### config.mk
export PLATFORM = sky130hd
export DESIGN_NAME = move_gen_scheduler
export DESIGN_NICKNAME = d
export VERILOG_FILES = /design/src/rtl/chess_pkg.sv /design/src/rtl/sat_accum.sv /design/src/rtl/move_gen_scheduler.sv
export SDC_FILE = /design/constraint.sdc
export NUM_CORES = 1
export LEC_CHECK = 0
export ABC_AREA = 1
export CAP_MARGIN = 10
export CORE_MARGIN = 2
export CORE_UTILIZATION = 47
export CTS_CLUSTER_SIZE = 30
export DETAILED_ROUTE_END_ITERATION = 8
export PLACE_DENSITY = 0.77
export SETUP_SLACK_MARGIN = 0.5
export SKIP_CTS_REPAIR_TIMING = 1
export SYNTH_ARGS = -nofsm -noshare
export SYNTH_HDL_FRONTEND = slang
export SYNTH_SLANG_ARGS = --single-unit
### constraint.sdc
create_clock -name clock -period 1.72 [get_ports clock]
set_clock_uncertainty 0.1 [all_clocks]
set_input_delay 0.258 -clock clock [delete_from_list [all_inputs] [get_ports clock]]
set_output_delay 0.258 -clock clock [all_outputs]
set_load 0.01 [all_outputs]
### src/rtl/chess_pkg.sv
// Shared chess encodings: piece codes, colour bit, square width and the
// move-generation scheduler state type.
package chess_pkg;

    localparam int SQ_W       = 6;
    localparam int COLOUR_BIT = 3;

    localparam logic [3:0] PIECE_NONE    = 4'h0;
    localparam logic [3:0] PIECE_PAWN    = 4'h1;
    localparam logic [3:0] PIECE_KNIGHT  = 4'h2;
    localparam logic [3:0] PIECE_BISHOP  = 4'h3;
    localparam logic [3:0] PIECE_ROOK    = 4'h4;
    localparam logic [3:0] PIECE_QUEEN   = 4'h5;
    localparam logic [3:0] PIECE_KING    = 4'h6;
    localparam logic [3:0] BPIECE_PAWN   = 4'h9;
    localparam logic [3:0] BPIECE_KNIGHT = 4'hA;
    localparam logic [3:0] BPIECE_BISHOP = 4'hB;
    localparam logic [3:0] BPIECE_ROOK   = 4'hC;
    localparam logic [3:0] BPIECE_QUEEN  = 4'hD;
    localparam logic [3:0] BPIECE_KING   = 4'hE;

    typedef enum logic [2:0] {
        ST_IDLE,
        ST_READ,
        ST_EVAL,
        ST_DISPATCH,
        ST_WAIT,
        ST_DONE
    } sched_state_t;

    // A square belongs to the side to move when occupied and the colour bit matches.
    function automatic logic is_own(input logic [3:0] code, input logic side);
        return (code != PIECE_NONE) && (code[COLOUR_BIT] == side);
    endfunction

endpackage

### src/rtl/sat_accum.sv
// Saturating accumulator with synchronous clear; the sum clamps at all-ones
// instead of wrapping.
module sat_accum #(
    parameter int TOTAL_W = 8,
    parameter int CNT_W   = 6
) (
    input  logic               clock,
    input  logic               reset,
    input  logic               clear,
    input  logic               add_en,
    input  logic [CNT_W-1:0]   addend,
    output logic [TOTAL_W-1:0] total
);
    logic [TOTAL_W-1:0] total_q;
    logic [TOTAL_W-1:0] total_d;
    logic [TOTAL_W:0]   sum;

    always_comb begin
        sum     = {1'b0, total_q} + (TOTAL_W+1)'(addend);
        total_d = total_q;
        if (clear) begin
            total_d = '0;
        end else if (add_en) begin
            total_d = sum[TOTAL_W] ? '1 : sum[TOTAL_W-1:0];
        end
    end

    always_ff @(posedge clock) begin
        if (reset) begin
            total_q <= '0;
        end else begin
            total_q <= total_d;
        end
    end

    assign total = total_q;

endmodule

### src/rtl/move_gen_scheduler.sv
// Scans the 64 board squares for one side, hands each own piece to the move
// checker over valid/ready and accumulates the returned move counts.
module move_gen_scheduler
    import chess_pkg::*;
#(
    parameter int SQ_W    = 6,
    parameter int CNT_W   = 6,
    parameter int TOTAL_W = 8,
    parameter int TIMEOUT = 255
) (
    input  logic               clock,
    input  logic               reset,
    input  logic               start,
    input  logic               abort,
    input  logic               player,
    output logic               sq_rd_en,
    output logic [SQ_W-1:0]    sq_addr,
    input  logic [3:0]         sq_data,
    output logic               req_valid,
    input  logic               req_ready,
    output logic [SQ_W-1:0]    req_square,
    output logic [3:0]         req_piece,
    input  logic               rsp_valid,
    input  logic [CNT_W-1:0]   rsp_count,
    output logic               busy,
    output logic               done,
    output logic [4:0]         pieces_found,
    output logic [TOTAL_W-1:0] total_moves,
    output logic               timeout_err
);
    localparam int WAIT_W = (TIMEOUT < 2) ? 1 : $clog2(TIMEOUT);

    sched_state_t      state_q;
    logic [SQ_W-1:0]   sq_q;
    logic              player_q;
    logic              sq_rd_en_q;
    logic              req_valid_q;
    logic [SQ_W-1:0]   req_square_q;
    logic [3:0]        req_piece_q;
    logic              busy_q;
    logic              done_q;
    logic [4:0]        pieces_q;
    logic              timeout_q;
    logic [WAIT_W-1:0] wait_q;

    logic own_sq;
    logic wait_expired;
    logic last_sq;
    logic advance;
    logic acc_clear;
    logic acc_add;

    always_comb begin
        own_sq       = is_own(sq_data, player_q);
        wait_expired = (wait_q == WAIT_W'(TIMEOUT - 1));
        last_sq      = (sq_q == {SQ_W{1'b1}});
        advance      = ((state_q == ST_EVAL) && !own_sq) ||
                       ((state_q == ST_WAIT) && (rsp_valid || wait_expired));
        acc_clear    = (state_q == ST_IDLE) && start && !abort;
        acc_add      = (state_q == ST_WAIT) && rsp_valid && !abort;
    end

    always_ff @(posedge clock) begin
        if (reset) begin
            state_q      <= ST_IDLE;
            sq_q         <= '0;
            player_q     <= 1'b0;
            sq_rd_en_q   <= 1'b0;
            req_valid_q  <= 1'b0;
            req_square_q <= '0;
            req_piece_q  <= '0;
            busy_q       <= 1'b0;
            done_q       <= 1'b0;
            pieces_q     <= '0;
            timeout_q    <= 1'b0;
            wait_q       <= '0;
        end else if (abort) begin
            // Counters and the latched request are deliberately left frozen.
            state_q     <= ST_IDLE;
            sq_rd_en_q  <= 1'b0;
            req_valid_q <= 1'b0;
            busy_q      <= 1'b0;
            done_q      <= 1'b0;
        end else begin
            sq_rd_en_q <= 1'b0;
            done_q     <= 1'b0;
            case (state_q)
                ST_IDLE: begin
                    if (start) begin
                        player_q   <= player;
                        pieces_q   <= '0;
                        timeout_q  <= 1'b0;
                        sq_q       <= '0;
                        sq_rd_en_q <= 1'b1;
                        busy_q     <= 1'b1;
                        state_q    <= ST_READ;
                    end
                end
                ST_READ: state_q <= ST_EVAL;
                ST_EVAL: begin
                    if (own_sq) begin
                        req_square_q <= sq_q;
                        req_piece_q  <= sq_data;
                        req_valid_q  <= 1'b1;
                        state_q      <= ST_DISPATCH;
                    end
                end
                ST_DISPATCH: begin
                    if (req_ready) begin
                        req_valid_q <= 1'b0;
                        pieces_q    <= pieces_q + 5'd1;
                        wait_q      <= '0;
                        state_q     <= ST_WAIT;
                    end
                end
                ST_WAIT: begin
                    if (!rsp_valid && wait_expired) begin
                        timeout_q <= 1'b1;
                    end else if (!rsp_valid) begin
                        wait_q <= wait_q + WAIT_W'(1);
                    end
                end
                ST_DONE: begin
                    busy_q  <= 1'b0;
                    state_q <= ST_IDLE;
                end
                default: state_q <= ST_IDLE;
            endcase
            // Shared exit from EVAL (non-own square) and WAIT (response or timeout).
            if (advance) begin
                if (last_sq) begin
                    done_q  <= 1'b1;
                    state_q <= ST_DONE;
                end else begin
                    sq_q       <= sq_q + SQ_W'(1);
                    sq_rd_en_q <= 1'b1;
                    state_q    <= ST_READ;
                end
            end
        end
    end

    sat_accum #(
        .TOTAL_W (TOTAL_W),
        .CNT_W   (CNT_W)
    ) u_sat_accum (
        .clock  (clock),
        .reset  (reset),
        .clear  (acc_clear),
        .add_en (acc_add),
        .addend (rsp_count),
        .total  (total_moves)
    );

    assign sq_rd_en     = sq_rd_en_q;
    assign sq_addr      = sq_q;
    assign req_valid    = req_valid_q;
    assign req_square   = req_square_q;
    assign req_piece    = req_piece_q;
    assign busy         = busy_q;
    assign done         = done_q;
    assign pieces_found = pieces_q;
    assign timeout_err  = timeout_q;

endmodule

### Word level (Yosys, flattened, before mapping)

Index checks and enable logic that the tools add are counted.
Widths: inputs -> output; s select.

| storage, ports and cells | value |
|---|---|
| flip-flop bits (word level) | 46 |
| input port bits | 17 |
| output and inout port bits | 34 |

| cells by class | value |
|---|---|
| add/sub/neg operators | 4 |
| equality and inequality tests | 18 |
| muxes and demuxes | 31 |
| bitwise logic cells | 2 |
| reduce and logical (&&, ||, !) cells | 31 |

Operator list:

| kind | number |
|---|---|
| $mux 8 | 4 |
| $mux 6 | 4 |
| $pmux 8 s2 | 1 |
| $mux 3 | 5 |
| $pmux 3 s5 | 1 |
| $ne 2x2->1 const B | 6 |
| $reduce_and 4->1 | 3 |
| $mux 1 | 10 |
| $mux 5 | 2 |
| $pmux 5 s2 | 1 |
| $reduce_bool 2->1 | 5 |
| $add 8x6->9 | 1 |
| $ne 3x3->1 const B | 3 |
| $reduce_and 3->1 | 3 |
| $add 8x1->8 const B | 1 |
| $eq 8x8->1 const B | 1 |
| $logic_and 1x1->1 | 8 |
| $add 6x1->6 const B | 1 |
| $eq 3x2->1 const B | 2 |
| $eq 3x3->1 const B | 2 |
| $eq 6x6->1 const B | 1 |
| $pmux 1 s2 | 3 |
| $add 5x1->5 const B | 1 |
| $reduce_and 5->1 | 1 |
| other kinds (11) | 16 |

### Longest topological paths before layout

Gate-level depths: netlist of the first run.

| logic depth | value |
|---|---|
| depth after elaboration | 7 |
| mapped depth | 13 |

### By module

From an unflattened synthesis of the first run, not the netlist that was laid out.

| second synthesis, totals | value |
|---|---|
| cells, all modules | 380 |
| area, all modules | 2667.6 um^2 |

Modules (own cells, without submodules):

| module | instances | cells an instance | area each (um^2) |
|---|---|---|---|
| move_gen_scheduler | 1 | 287 | 2028.2 |
| sat_accum | 1 | 93 | 639.4 |

### Least setup slack after synthesis of the first run

No wires, ideal clock.

| path | value |
|---|---|
| path kind | register to register |
| start point | reg u_sat_accum.total_q[0], in the netlist u_sat_accum.total[0] |
| end point | reg u_sat_accum.total_q[7], in the netlist u_sat_accum.total[7] |
| arrival time | 1.482 ns |
| setup slack | 0.020 ns |
| cell stages (with the launch flop) | 9 |
| period minus slack after synthesis | 1.700 ns |
| cells stage by stage | dfxtp_1 ha_1 fa_1 nand3_1 nand2_1 a21oi_1 nand3_1 nand2_1 a21oi_1 |

| on the way | value |
|---|---|
| cells in the longest elaborated chain, start to end | 2 |

RTL lines:

| item | RTL line | text |
|---|---|---|
| start, declared | sat_accum.sv:14 | `logic [TOTAL_W-1:0] total_q;` |
| start signal, assigned | sat_accum.sv:32 | `total_q <= total_d;` |
| $add 8x6->9 | sat_accum.sv:19 | `sum = {1'b0, total_q} + (TOTAL_W+1)'(addend);` |
| $mux 8 | sat_accum.sv:24 | `total_d = sum[TOTAL_W] ? '1 : sum[TOTAL_W-1:0];` |

Every way passes these cells.
A chain may end at the register's enable or synchronous reset.

### Worst setup path after layout of the first run

| path | value |
|---|---|
| start point | reg wait_q[0] |
| end point | reg wait_q[6] |

| on the way | value |
|---|---|
| cells in the longest elaborated chain, start to end | 4 |

RTL lines:

| item | RTL line | text |
|---|---|---|
| start, declared | move_gen_scheduler.sv:44 | `logic [WAIT_W-1:0] wait_q;` |
| start signal, assigned | move_gen_scheduler.sv:120 | `wait_q <= wait_q + WAIT_W'(1);` |
| $add 8x1->8 or $eq 8x8->1 (tied branches) | move_gen_scheduler.sv:120, move_gen_scheduler.sv:55 |  |
| $mux 8 or $logic_and 1x1->1 (tied branches) | move_gen_scheduler.sv:119, move_gen_scheduler.sv:117 |  |
| $mux 8 or $ne 2x2->1 (tied branches) | n/a |  |
| $pmux 8 s2 or $reduce_and 5->1 (tied branches) | n/a |  |

Several ways; a longest one is shown, not always the timed one. The select of a mux whose other input is x is not followed.

==> metrics.txt, run 1 <==
synth top area cells=dfxtp_1 36%, nand2_1 14%, a21oi_1 7.2%, nand3_1 6.8%, nor2_1 5.4%; Mapped Area=0.00257 mm²; Total GRT Usage=0.231; GRT overflow=0; most frequent cells after synthesis=93 x nand2_1, 46 x dfxtp_1, 37 x a21oi_1, 37 x nor2_1, 35 x nand3_1; Seq pwr share=0.506; Worst-Margin Slew=0.428 ns; share of cells above drive strength 1=0.454; Slew HR=0.713; Die Footprint=0.00608 mm²; Reg clk slew, reported paths=0.10 ns; post-synth net total=395; Cell Rows=26; status=complete, no violations; Avg WL per Cell=17.6 µm; cell-internal power=1.53 mW; post-DP HPWL=5160 µm; crit path launch type=flip-flop; syn avg cell area=7.00 µm²; Post-Synth Adder-Cell Area=0.0565; Initial Utilization=0.494; Netlist cell types=35; largest net degree at the start of global routing=14; Ys Warns=0; max_cap viols=0; Setup-failing EPs final=0; Hold Path End=req_piece[2]; Synth area leader=dfxtp_1; Net Switching=0.589 mW; total CTS buffers=5; Hold/Removal Path Class=input pin to flip-flop; LEAKAGE=2.12 nW; maximum clock rate=604 MHz; final core utilization=0.826; depth of the CTS H-tree=2; hold_sp=sq_data[2]; cells on worst reg2reg path=10; vias in the first global route=2,564; top-count cell post-synth=nand2_1; Clk Latency, worst-skew pair=0.32 ns; Clock Power Share=0.343; Non-Filler Instances=546; fin crit period=1.65 ns; R2R Setup Slk=0.07 ns; mux cell area share after synthesis=0; via count=3,081; Slew Viols, Final=0; unrepaired setup endpoints after global routing=true; first-pass GRT wire length=11,400 µm; antenna violations before repair=0; CTS root buf=clkbuf_8; complex-gate fraction of the synthesized area=0.135; crit path DAT=1.79 ns; xor and xnor fraction of the mapped netlist area=0.0443; combinational power share=0.152; Yosys reg bits=46; Design Power=2.12 mW; Pwr Density=493 mW/mm²; RR Startpoint=wait_q[0]; Chip Height=77.9 µm; CTS tree=done; Synth Instances=367; Tcrit/Tclk final=0.962; ant diodes=0; DRT iter0 DRCs=268; IO Pins=51; core area=0.00520 mm²; clock sinks=46; Clock Path Buffers=2; endpoints failing hold=0; WL final=9620 µm; fin nets=503; drt drc=0; Simple-Gate Fraction of Synth Area=0.332; Worst VDD drop=0.421 mV; Worst Hold Path Cells=3; 1st-pass router iterations=5; Max FO, Critical Path=7; Post-synth EDFFs=0; Synth top area share=0.358; CP Capture Type=flip-flop; Sw Ratio=0.278; Worst EP required=1.86 ns; vias per cell=5.64; RR Endpoint=wait_q[6]; Seq/Total Area, Yosys=0.358; ys async rst share=0; Placed Cells incl. Taps=513; Area Growth Syn to Fin=67.3%; main flop type after synthesis=dfxtp_1; PortBufs=50; critical path class=flip-flop to flip-flop; Die W=77.9 µm; largest family of logic cells by synthesized area=simple AND/OR/NAND/NOR gates; remaining antenna violation count after routing=0; Placer Congestion=0.953; hold_ws=0.176 ns
## registers in the layout, indices dropped and copies added (netlist names)
register and flops:
req_square 6, req_piece 4, done 1, busy 1, player_q 1, req_valid 1
wait_q 8, sq_addr 6, timeout_err 1, state_q 3, pieces_found 5, u_sat_accum.total 8
sq_rd_en 1
## worst max-delay path, cell delays in order, from the launching register on
cell and delay, ns:
dfxtp_2 0.34, inv_2 0.09, ha_4 0.16, nand2_4 0.05
nor2_4 0.09, nand4_1 0.15, inv_2 0.18, nor2_8 0.08
inv_8 0.10, nand2_1 0.06, a21oi_1 0.18
## metrics by stage
stage | cell area [µm²] | TNS [ns] | worst slack (ns)
3_3_place_gp | 3500 | -2.65 | -0.271
2_1_floorplan | 2710 | 0 | 0.156
4_1_cts | 3590 | 0 | 0.00474
6_report | 4300 | 0 | 0.0653
5_1_grt | 4300 | -0.00750 | -0.00750
3_5_place_dp | 3500 | -3.30 | -0.306
## per-layer routing
| metal | track usage | vias up | part of all wire |
|---|---|---|---|
| met5 | 0 | - | 0 |
| met4 | 0.0789 | 0 | 0.043 |
| met3 | 0.0430 | 41 | 0.058 |
| met1 | 0.277 | 1477 | 0.39 |
| met2 | 0.413 | 151 | 0.51 |
| li1 | - | 1412 | - |
## cell families after synthesis
group / Yosys count
DFF: 46
and+or+nand+nor: 186
adders and majority gates: 11
buffers and inverters: 47
xor gates and xnor gates: 13
AOI/OAI and AO/OA: 64
## final cells by class
class | count | area (µm²)
Fill cell | 285 | 905
Clock buffer | 7 | 86.3
Tap cell | 70 | 87.6
Inverter | 41 | 181
Multi-Input combinational cell | 276 | 1980
Sequential cell | 46 | 975
Timing Repair Buffer | 105 | 981
Clock inverter | 1 | 5.00
## worst max-delay path by stage
stage                         startpoint                    to  slack (ns)  depth (start not counted)
floorplan           u_sat_accum.total[0]  u_sat_accum.total[5]        0.16                         10
global placement            rsp_count[0]  u_sat_accum.total[5]       -0.27                         11
detailed placement          rsp_count[0]  u_sat_accum.total[5]       -0.31                         11
CTS                 u_sat_accum.total[6]        total_moves[6]       0.005                          1
global route        u_sat_accum.total[0]  u_sat_accum.total[5]      -0.007                         10
finish                         wait_q[0]             wait_q[6]        0.07                         10
## power by group through the flow
stage	registers (mW)	clock network, mW	logic, mW
after floorplan	1.11	0	0.109
after CTS	1.08	0.701	0.234
final	1.07	0.726	0.321
after detailed placement	1.11	0	0.233
after global routing	1.07	0.771	0.338
after global placement	1.11	0	0.228
## placed cells by master, fill, tap and decap left out, types with 12 or more instances in the layout
cell              n
buf_4            40
buf_6            14
nor2_1           31
nand2_1          71
a21oi_1          12
a21oi_2          23
dlymetal6s2s_1   23
inv_1            24
dfxtp_2          13
nand2_4          15
nand3_1          21
clkdlybuf4s50_1  13
clkbuf_2         13
dfxtp_1          23
Power figures use the tool's default switching activity.
==> inputs of run 2 (changes only) <==
- CORE_UTILIZATION: 47 -> 43
- PLACE_DENSITY: 0.77 -> 0.71
- SKIP_CTS_REPAIR_TIMING: 1 -> not set
==> run 2 against run 1 <==
  * Count of clock-buffer cells in the layout decreased by 1
  * Global-route usage increased by 1.1 points
  * Routed wire length decreased by 7.3%
  * Sequential cell count unchanged
  * Utilization decreased by 6.5 points
  * Total power increased by 7.7%
  * Critical path type unchanged
  * Sequential share of layout area decreased by 0.075 points
  * Via count decreased by 0.58%
  * Combinational power decreased by 7.5%
  * Setup slack got worse by 0.041 ns
  * Register-to-register slack got worse by 0.04 ns
  * Non-clock buffer count increased by 27
==> metrics.txt, run 2 (synthesized netlist as in run 1, its figures left out) <==
fin crit period=1.70 ns; IO Pins=51; commonest non-fill, non-tap cells in the layout=67 x nand2_1, 64 x buf_4, 29 x nor2_1; post-DP HPWL=4800 µm; Max FO, Critical Path=8; vias in the first global route=2,811; first-pass GRT wire length=12,500 µm; final core utilization=0.761; antenna violations before repair=0; max_cap viols=0; Worst EP required=1.86 ns; Die W=81.3 µm; DRT iter0 DRCs=170; maximum clock rate=590 MHz; RR Startpoint=wait_q[0]; Cell Rows=28; remaining antenna violation count after routing=0; Clock Path Buffers=2; Reg clk slew, reported paths=0.09 ns; Pwr Density=512 mW/mm²; vias per cell=5.31; Chip Height=81.3 µm; 1st-pass router iterations=4; largest net degree at the start of global routing=16; core area=0.00585 mm²; Slew HR=0.780; Critical Path Sink=state_q[2]; Avg WL per Cell=15.4 µm; Crit. Startpoint=wait_q[0]; endpoints failing hold=0; PnR worst setup slack=0.0242 ns; ant diodes=0; Worst-Margin Slew=0.331 ns; unrepaired setup endpoints after global routing=true; dpl ws=-0.298 ns; Placement Cell Area=0.00351 mm²; critical path class=flip-flop to flip-flop; via count=3,063; clock sinks=46; share of cells above drive strength 1=0.562; cells on worst reg2reg path=12; CTS tree=done; status=complete, no violations; Worst Hold Path Cells=3; Worst VDD drop=0.472 mV; commonest non-fill, non-tap cell in the layout=nand2_1; CTS root buf=clkbuf_8; Hold/Removal Path Class=input pin to flip-flop; Placed Cells incl. Taps=516; Non-Filler Instances=577; depth of the CTS H-tree=2; RR Endpoint=state_q[2]; WL final=8910 µm; Initial Utilization=0.439; total CTS buffers=5; CP Capture Type=flip-flop; R2R Setup Slk=0.02 ns; crit path launch type=flip-flop; hold_ws=0.292 ns; Slew Viols, Final=0; Design Power=2.28 mW; Clk Latency, worst-skew pair=0.31 ns; drt drc=0; Tcrit/Tclk final=0.986; Area Growth Syn to Fin=73.3%; fin area=0.00445 mm²; crit path DAT=1.84 ns; LEAKAGE=1.99 nW; Setup-failing EPs final=0; Setup TNS Final=0 ns; Total GRT Usage=0.242; Placer Congestion=0.872; fin nets=529; PortBufs=50; GRT overflow=0; hold_sp=sq_data[3]; Die Footprint=0.00661 mm²
[run 2: layout make-up]
type	instances	area (µm²)
clock buffers	6	93.8
clock inverters	2	38.8
fillers	377	1400
inverters	41	193
multi-input cells	275	1950
flip-flops and latches	46	1010
well taps	75	93.8
repair buffers	132	1070
[run 2: repair_timing]
item                                    4_1_cts  5_1_grt
hold buffers                                  0        0
hold endpoints to repair                      0        0
gates resized for setup                     211       87
endpoints found under the setup margin       80       59
setup buffers                                40       12
cloned                                        1        0
pin swaps                                    26       38
[run 2: critical path, cell delays in order (launching register included)]
cell	delay, ns
dfxtp_2	0.34
inv_2	0.08
ha_4	0.14
nand2_2	0.06
nor2_2	0.15
nand2_1	0.07
nand2_1	0.09
nand2_2	0.09
nand2_4	0.15
buf_4	0.13
buf_6	0.08
nand2_2	0.05
o21ai_1	0.10
[run 2: how the worst min path moves through the flow]
| stage | endpoint | slack [ns] |
|---|---|---|
| after floorplan | player_q | 0.30 |
| after global placement | req_valid | 0.35 |
| after detailed placement | req_square[0] | 0.36 |
| after CTS | req_piece[3] | 0.28 |
| after global routing | req_piece[3] | 0.31 |
| final | req_piece[3] | 0.29 |
[run 2: power by group]
part | leakage [nW] | internal, mW | switching, mW
sequential | 0.396 | 1.05 | 0.00987
combinational | 1.53 | 0.135 | 0.161
clock | 0.0665 | 0.524 | 0.397
[run 2: per-layer routing]
layer,vias to the layer above,GRT usage,share of wire
li1,1465,-,-
met4,0,0.0915,0.028
met5,-,0,0
met3,24,0.0322,0.053
met1,1457,0.281,0.39
met2,117,0.448,0.53
==> inputs of run 3 (changes only) <==
- SKIP_LAST_GASP: not set -> 1
==> results of run 3 <==
Same layout as run 2: the final DEF is identical, and so are final timing and power.
